## config.mk

```make
export PLATFORM = sky130hd
export DESIGN_NAME = frame_plot_sequencer
export DESIGN_NICKNAME = d
export VERILOG_FILES = /design/src/rtl/frame_plot_sequencer.sv
export SDC_FILE = /design/constraint.sdc
export NUM_CORES = 1
export LEC_CHECK = 0
export ABC_AREA = 1
export BUFFER_PORTS_ARGS = -buffer_cell sky130_fd_sc_hd__buf_2
export CAP_MARGIN = 20
export CORE_ASPECT_RATIO = 1.2
export CORE_UTILIZATION = 45
export DETAILED_ROUTE_END_ITERATION = 8
export PLACE_DENSITY_LB_ADDON = 0.15
export SLEW_MARGIN = 20
export SYNTH_ARGS = -nofsm -noshare
export SYNTH_HDL_FRONTEND = slang
export SYNTH_SLANG_ARGS = --single-unit
```

## constraint.sdc

```tcl
create_clock -name clk -period 4.3 [get_ports clk]
set_clock_uncertainty 0.2 [all_clocks]
set_input_delay 0.43 -clock clk [delete_from_list [all_inputs] [get_ports clk]]
set_output_delay 0.43 -clock clk [all_outputs]
set_load 0.1 [all_outputs]
```

## src/rtl/frame_plot_sequencer.sv

```systemverilog
// Full-frame redraw sequencer: drives the screen counter, delays coordinates to meet the
// registered ROM colour, and issues VGA plot writes. Define PLOT_CLIP_EN to clip to VIS_W x VIS_H.
module frame_plot_sequencer #(
  parameter int ROM_LATENCY = 1,
  parameter int OVER_X0     = 40,
  parameter int OVER_Y0     = 40,
  parameter int VIS_W       = 160,
  parameter int VIS_H       = 120
) (
  input  logic        clk,
  input  logic        reset,
  input  logic        start,
  input  logic [1:0]  mode,
  input  logic [7:0]  src_x,
  input  logic [7:0]  src_y,
  input  logic [7:0]  game_x,
  input  logic [7:0]  game_y,
  input  logic        src_end,
  input  logic [23:0] colour_bg,
  input  logic [23:0] colour_start,
  input  logic [23:0] colour_over,
  output logic        draw_reset,
  output logic        draw_enable,
  output logic        draw_over,
  output logic [7:0]  vga_x,
  output logic [7:0]  vga_y,
  output logic [23:0] vga_colour,
  output logic        vga_plot,
  output logic        busy,
  output logic        done,
  output logic [15:0] plot_count
);

  localparam int       LP_LAST       = ROM_LATENCY - 1;
  localparam logic [1:0] LP_FLUSH_INIT = 2'(ROM_LATENCY - 1);

  typedef enum logic [2:0] {
    S_IDLE,
    S_CLEAR,
    S_RUN,
    S_FLUSH,
    S_DONE
  } state_t;

  state_t      r_state;
  logic [1:0]  r_mode;
  logic        r_first;
  logic [7:0]  r_last_gx;
  logic [7:0]  r_last_gy;
  logic [1:0]  r_flush_cnt;
  logic        r_draw_reset;
  logic        r_draw_enable;
  logic        r_draw_over;
  logic        r_busy;
  logic        r_done;
  logic [15:0] r_plot_count;

  logic [ROM_LATENCY-1:0] r_tag_dl;
  logic [7:0]             r_x_dl [ROM_LATENCY];
  logic [7:0]             r_y_dl [ROM_LATENCY];

  logic       w_over_mode;
  logic       w_run;
  logic       w_game_new;
  logic       w_tag;
  logic       w_in_vis;
  logic       w_plot_in;
  logic [7:0] w_x;
  logic [7:0] w_y;

  assign w_over_mode = (r_mode == 2'd2);
  assign w_run       = (r_state == S_RUN);
  // A stalled game counter repeats its coordinate; only fresh coordinates are drawn.
  assign w_game_new  = r_first || (game_x != r_last_gx) || (game_y != r_last_gy);
  assign w_tag       = w_run && !src_end && (!w_over_mode || w_game_new);
  assign w_x         = w_over_mode ? (game_x + OVER_X0[7:0]) : src_x;
  assign w_y         = w_over_mode ? (game_y + OVER_Y0[7:0]) : src_y;

`ifdef PLOT_CLIP_EN
  localparam logic [8:0] LP_VIS_W = 9'(VIS_W);
  localparam logic [8:0] LP_VIS_H = 9'(VIS_H);
  assign w_in_vis = ({1'b0, w_x} < LP_VIS_W) && ({1'b0, w_y} < LP_VIS_H);
`else
  logic w_unused_vis;
  assign w_unused_vis = ^{VIS_W, VIS_H};
  assign w_in_vis     = 1'b1;
`endif

  // Clipping depends only on the coordinate, so it is applied as the tag enters the delay line.
  assign w_plot_in = w_tag && w_in_vis;

  always_ff @(posedge clk) begin
    if (reset) begin
      r_state       <= S_IDLE;
      r_mode        <= 2'd0;
      r_first       <= 1'b0;
      r_flush_cnt   <= 2'd0;
      r_draw_reset  <= 1'b0;
      r_draw_enable <= 1'b0;
      r_draw_over   <= 1'b0;
      r_busy        <= 1'b0;
      r_done        <= 1'b0;
      r_plot_count  <= 16'd0;
    end else begin
      r_draw_reset <= 1'b0;
      r_done       <= 1'b0;
      if (r_tag_dl[LP_LAST] && (r_plot_count != 16'hFFFF))
        r_plot_count <= r_plot_count + 16'd1;
      case (r_state)
        S_IDLE: begin
          if (start) begin
            r_state      <= S_CLEAR;
            r_mode       <= mode;
            r_plot_count <= 16'd0;
            r_draw_reset <= 1'b1;
            r_busy       <= 1'b1;
          end
        end
        S_CLEAR: begin
          r_state       <= S_RUN;
          r_draw_enable <= 1'b1;
          r_draw_over   <= (r_mode == 2'd2);
          r_first       <= 1'b1;
        end
        S_RUN: begin
          r_first <= 1'b0;
          if (w_tag) begin
            r_last_gx <= game_x;
            r_last_gy <= game_y;
          end
          if (src_end) begin
            r_state       <= S_FLUSH;
            r_draw_enable <= 1'b0;
            r_draw_over   <= 1'b0;
            r_flush_cnt   <= LP_FLUSH_INIT;
          end
        end
        S_FLUSH: begin
          if (r_flush_cnt == 2'd0) begin
            r_state <= S_DONE;
            r_done  <= 1'b1;
          end else begin
            r_flush_cnt <= r_flush_cnt - 2'd1;
          end
        end
        S_DONE: begin
          r_state <= S_IDLE;
          r_busy  <= 1'b0;
        end
        default: r_state <= S_IDLE;
      endcase
    end
  end

  // Coordinate/tag delay line: stage LP_LAST lines up with the ROM colour.
  always_ff @(posedge clk) begin
    if (reset) begin
      r_tag_dl <= '0;
      for (int i = 0; i < ROM_LATENCY; i++) begin
        r_x_dl[i] <= 8'd0;
        r_y_dl[i] <= 8'd0;
      end
    end else begin
      r_tag_dl[0] <= w_plot_in;
      r_x_dl[0]   <= w_x;
      r_y_dl[0]   <= w_y;
      for (int i = 1; i < ROM_LATENCY; i++) begin
        r_tag_dl[i] <= r_tag_dl[i-1];
        r_x_dl[i]   <= r_x_dl[i-1];
        r_y_dl[i]   <= r_y_dl[i-1];
      end
    end
  end

  assign draw_reset  = r_draw_reset;
  assign draw_enable = r_draw_enable;
  assign draw_over   = r_draw_over;
  assign busy        = r_busy;
  assign done        = r_done;
  assign plot_count  = r_plot_count;
  assign vga_plot    = r_tag_dl[LP_LAST];
  assign vga_x       = r_x_dl[LP_LAST];
  assign vga_y       = r_y_dl[LP_LAST];

  always_comb begin
    vga_colour = 24'd0;
    if (vga_plot) begin
      case (r_mode)
        2'd1:    vga_colour = colour_start;
        2'd2:    vga_colour = colour_over;
        default: vga_colour = colour_bg;
      endcase
    end
  end

endmodule
```

Word level (Yosys, flattened, before mapping):

Memory sizes are Yosys's and may differ from the RTL's.
Index checks and enable logic that the tools add are counted.

* register bits after elaboration: 46
* memory bits (writable): 16
* word-level logic and storage cells: 87
* memories: 2

Memory list
* r_x_dl: words 1, bits a word 8, rd ports 1, clocked after memory_dff 0, wr ports 1, line 59 `logic [7:0] r_x_dl [ROM_LATENCY];`
* r_y_dl: words 1, bits a word 8, rd ports 1, clocked after memory_dff 0, wr ports 1, line 60 `logic [7:0] r_y_dl [ROM_LATENCY];`

* add/subtract/negate cells: 4
* equal/unequal tests: 13
* mux-type cells: 29
* bitwise logic cells: 3
* reduce and logical (&&, ||, !) cells: 23

Operators by type and width (number)
* $mux 16: 3
* $pmux 24 s2: 1
* $mux 8: 4
* $mux 24: 1
* $add 16x1->16 const B: 1
* $add 8x6->8 const B: 2
* $ne 16x16->1 const B: 1
* $ne 8x8->1: 2
* $reduce_or 8->1: 2
* $pmux 3 s4: 1
* $mux 1: 9
* $mux 3: 3
* $reduce_and 3->1: 3
* $ne 2x2->1 const B: 4
* $pmux 1 s2: 4
* $eq 3x2->1 const B: 2
* $reduce_and 2->1: 3
* $reduce_bool 2->1: 3
* $mux 2: 2
* $pmux 2 s2: 1
* $reduce_or 2->1: 2
* $eq 3x1->1 const B: 1
* $eq 3x3->1 const B: 1
* $logic_and 1x1->1: 3
* 8 further kinds: 13

Depth between registers and ports, before layout:

* depth in word-level cells: 6
* gate-level depth with buffers: 9
* mapped depth without buffers: 9

Least setup slack after synthesis:

OpenSTA, ideal clock, no wires.

* path type: flip-flop to output port
* from: register r_tag_dl, in the netlist vga_plot
* to: output port vga_colour[0]
* arrival: 2.939 ns
* setup slack: 0.731 ns
* stages on the path, launching flop included: 4
* cells stage by stage: dfxtp_1 > buf_2 > o21ai_0 > a21oi_1

* cells in the longest elaborated chain, start to end: 1

Ends and longest elaborated chain
* start: declaration: line 58 `logic [ROM_LATENCY-1:0] r_tag_dl;`
* start signal: indexed assignment: line 168 `r_tag_dl[i] <= r_tag_dl[i-1];`
* $mux 24: line 187 `if (vga_plot) begin`
* end: declaration: line 27 `output logic [23:0] vga_colour,`

Every way passes these cells.

Worst setup path after layout:

* from: register r_mode[0]
* to: output port vga_colour[1]

* cells in the longest elaborated chain, start to end: 3
* elaborated cells on any way between the ends: 4
* those cells by class: eq/ne (2); mux (2)

Ends and longest elaborated chain
* start: declaration: line 46 `logic [1:0] r_mode;`
* start signal: assignment: line 113 `r_mode <= mode;`
* $eq 2x2->1 or $eq 2x1->1 (tied branches): line 188 `case (r_mode)`
* $pmux 24 s2 (*): line 188
* $mux 24 (*): line 187

Every way passes the cells marked *; elsewhere a longest branch is shown, timed or not.

==> results.sh <==
export IMPL_drt_iter0_markers=127
export IMPL_cp_required_ns=3.67
export IMPL_whs_ns=0.0876
export IMPL_fin_crit_ns=3.04
export IMPL_initial_core_util_pct=46.2
export IMPL_die_area_um2=8230
export IMPL_hpwl_um=6900
export IMPL_numCtsBuffers=9
export IMPL_start_kind="flip-flop"
export IMPL_place_gp_congestion=0.862
export IMPL_synthAdderAreaFrac_pct=2.12
export IMPL_die_x_um=83.0
export IMPL_wl_um=9010
export IMPL_crit_fanout=25
export IMPL_final_util_pct=60.7
export IMPL_outcome="complete, no violations"
export IMPL_overflow=0
export IMPL_netlist_instances=511
export IMPL_die_y_um=99.2
export IMPL_crit_arrival_ns=2.41
export IMPL_timing_final_crit_share_pct=70.8
export IMPL_grt_pass1_vias=3487
export IMPL_coreArea_um2=7660
export IMPL_cts_tree="done"
export IMPL_grt_usage_pct=22.1
export IMPL_grt_max_degree=49
export IMPL_grt_pass1_wl_um=14800
export IMPL_clk_pin_slew_ns=0.08
export IMPL_ant_nets=0
export IMPL_clk_latency_ns=0.34
export IMPL_netlist_area_um2=3540
export IMPL_path_delay_family="buffers and inverters"
export IMPL_p_leak_nw=2.43
export IMPL_route_detailed_drc=0
export IMPL_syn_avg_cell_area_um2=6.93
export IMPL_setup_violations_final=0
export IMPL_drtPass1Iterations=5
export IMPL_hold_viol_final=0
export IMPL_syn2layout_area_growth_pct=31.4
export IMPL_post_cts_resized=0
export IMPL_max_freq_mhz=328
export IMPL_worst_slew_pin_transition_ns=0.856
export IMPL_power_mw=1.67
export IMPL_antenna_cells=0
export IMPL_synth_compound_gate_area_share_pct=17.8
export IMPL_drive_gt1_share_pct=32.0
export IMPL_synthesis_nets=627
export IMPL_rows=35
export IMPL_cts_hold_buf=0
export IMPL_finalMaxSlewViolations=0
export IMPL_cp_slowest_cell="inv_1"
export IMPL_crit_chain="inv_1 -> ha_2 -> inv_1 -> o21ai_0 -> a21oi_1 -> buf_2"
export IMPL_crit_type="reg2out"
export IMPL_multi_input_area_um2=1810
export IMPL_synth_seq_area_share_pct=39.6
export IMPL_synthSimpleGateAreaFrac_pct=29.0
export IMPL_fillers=730
export IMPL_hold_class="in2reg"
export IMPL_p_per_area_nw_per_um2=358
export IMPL_via_per_inst=4.88
export IMPL_wl_per_cell_um=11.7
export IMPL_regArea_um2=1400
export IMPL_h_tree_depth=3
export IMPL_nNetsFinal=790
export IMPL_rsz0062_at_grt="false"
export IMPL_synth_distinct_cells=31
export IMPL_yosys_warnings=0
export IMPL_clock_root_buffer="clkbuf_8"
export IMPL_crit_top_cell="inv_1"
export IMPL_slew_headroom_pct=42.9
export IMPL_max_stage_delay_ns=0.48
export IMPL_ir_drop_uv=413
export IMPL_cts_buffer_depth=2
export IMPL_finalSetupTns_ns=0
export IMPL_crit_buf_inv=3
export IMPL_clock_sinks=62
export IMPL_maxCapViolCount=0
export IMPL_synth_top_family_by_area="simple AND/OR/NAND/NOR gates"
export IMPL_synthXorXnorAreaFrac_pct=2.23
export IMPL_ios=172
export IMPL_crit_path_end_kind="output pin"
export IMPL_synth_mux_area_share_pct=0
export IMPL_ys_ff_latch=62
export IMPL_antenna_found_initial=0
export IMPL_port_buffers=171
export IMPL_cts_setup_buffers=0
export IMPL_vias=3765
==> worst reg2reg max path, cell delays in order, from the launching register on <==
cell	delay (ns)
dfxtp_1	0.31
inv_1	0.07
ha_2	0.75
nand2_1	0.11
nor2_1	0.14
nand2_1	0.06
nor2_1	0.10
nand3_1	0.07
nand2_1	0.07
inv_1	0.28
==> path summary, 6_finish.rpt <==
path / to / cells past startpoint / slack (ns) / from
setup reg to reg: r_last_gy[7] / 9 / 1.78 / r_mode[0]
hold reg to reg: draw_over / 2 / 0.26 / draw_over
hold / removal: r_last_gy[1] / 1 / 0.09 / game_y[1]
setup / recovery: vga_colour[1] / 6 / 1.26 / r_mode[0]
==> metrics by stage <==
step	setup slack [ns]	area, um^2	cells
4_1_cts	1.21	4650	771
3_5_place_dp	1.57	4430	755
3_3_place_gp	1.65	4430	755
2_1_floorplan	0.731	3540	511
5_1_grt	0.992	4650	771
6_report	1.26	4650	771
==> routing by layer <==
metal	wire, um	GRT usage [%]	share of wire [%]	up-vias
li1	-	-	-	1979
met1	3760	24.2	42	1657
met2	4600	41.6	51	118
met3	501	4.81	5.6	11
met4	145	8.09	1.6	0
met5	0	0	0	-
==> synth_stat cells, drive strengths merged <==
cell type  count  share of area, %
xor2           4              0.99
clkbuf        14               1.5
inv           63               6.7
nand2        125                15
o211ai         1              0.21
edfxtp        16                14
clkinv         2              0.25
nor3           6              0.99
a21oi         69               9.8
o21ai         49               6.9
dfxtp         46                26
buf            5              0.88
ha             6               2.1
nand4          7               1.8
a41oi          1              0.25
a211oi         1              0.21
xnor2          5               1.2
nand3b         5               1.1
nand3         14               2.0
nor2          69               8.5
o31ai          2              0.42
or2            1              0.18
==> cell type report <==
class,count,share of cell area (%)
repair buffers,171,18.4
clock inverters,6,2.02
inverters,65,5.27
multi-input cells,365,39.0
clock buffers,10,2.74
flip-flops and latches,62,30.1
well taps,92,2.47
==> cells in the final DEF, fill, tap and decap left out, types with 2 or more instances in the layout <==
master and count:
a21oi_1 69, o21ai_0 49, o31ai_1 2, nor2_1 60, bufinv_16 2, clkbuf_8 9, inv_2 4, inv_1 59
nand3b_1 5, buf_2 171, clkinv_4 2, nand4_2 3, nand3_1 14, dfxtp_1 45, xor2_1 4, nand2_4 4
nand2_1 115, edfxtp_1 16, ha_1 5, nor2_4 4, nor3_1 5, nor2_2 5, nand4_1 4, nand2_2 6
xnor2_1 5
==> report_power, final <==
| group | internal, mW | total (mW) | switching (mW) |
|---|---|---|---|
| Sequential | 0.631 | 0.648 | 0.0165 |
| Clock | 0.330 | 0.568 | 0.238 |
| Combinational | 0.109 | 0.451 | 0.342 |
| Total | 1.07 | 1.67 | 0.597 |
==> logic make-up (layout without fill, tap and decap cells) <==
kind of cell | Yosys count | after routing
and+or+nand+nor | 227 | 227
xor gates and xnor gates | 9 | 9
adders and majority gates | 6 | 6
AOI/OAI and AO/OA | 123 | 123
DFF | 62 | 62
buffers and inverters | 84 | 252
==> sequential cells by signal (all words and copies together) (netlist names), 2 cells and up <==
register	cells
r_y_dl	8
r_last_gy	8
r_flush_cnt	2
plot_count	16
r_state	3
r_last_gx	8
r_x_dl	8
r_mode	2
(Power assumes the default switching activity.)
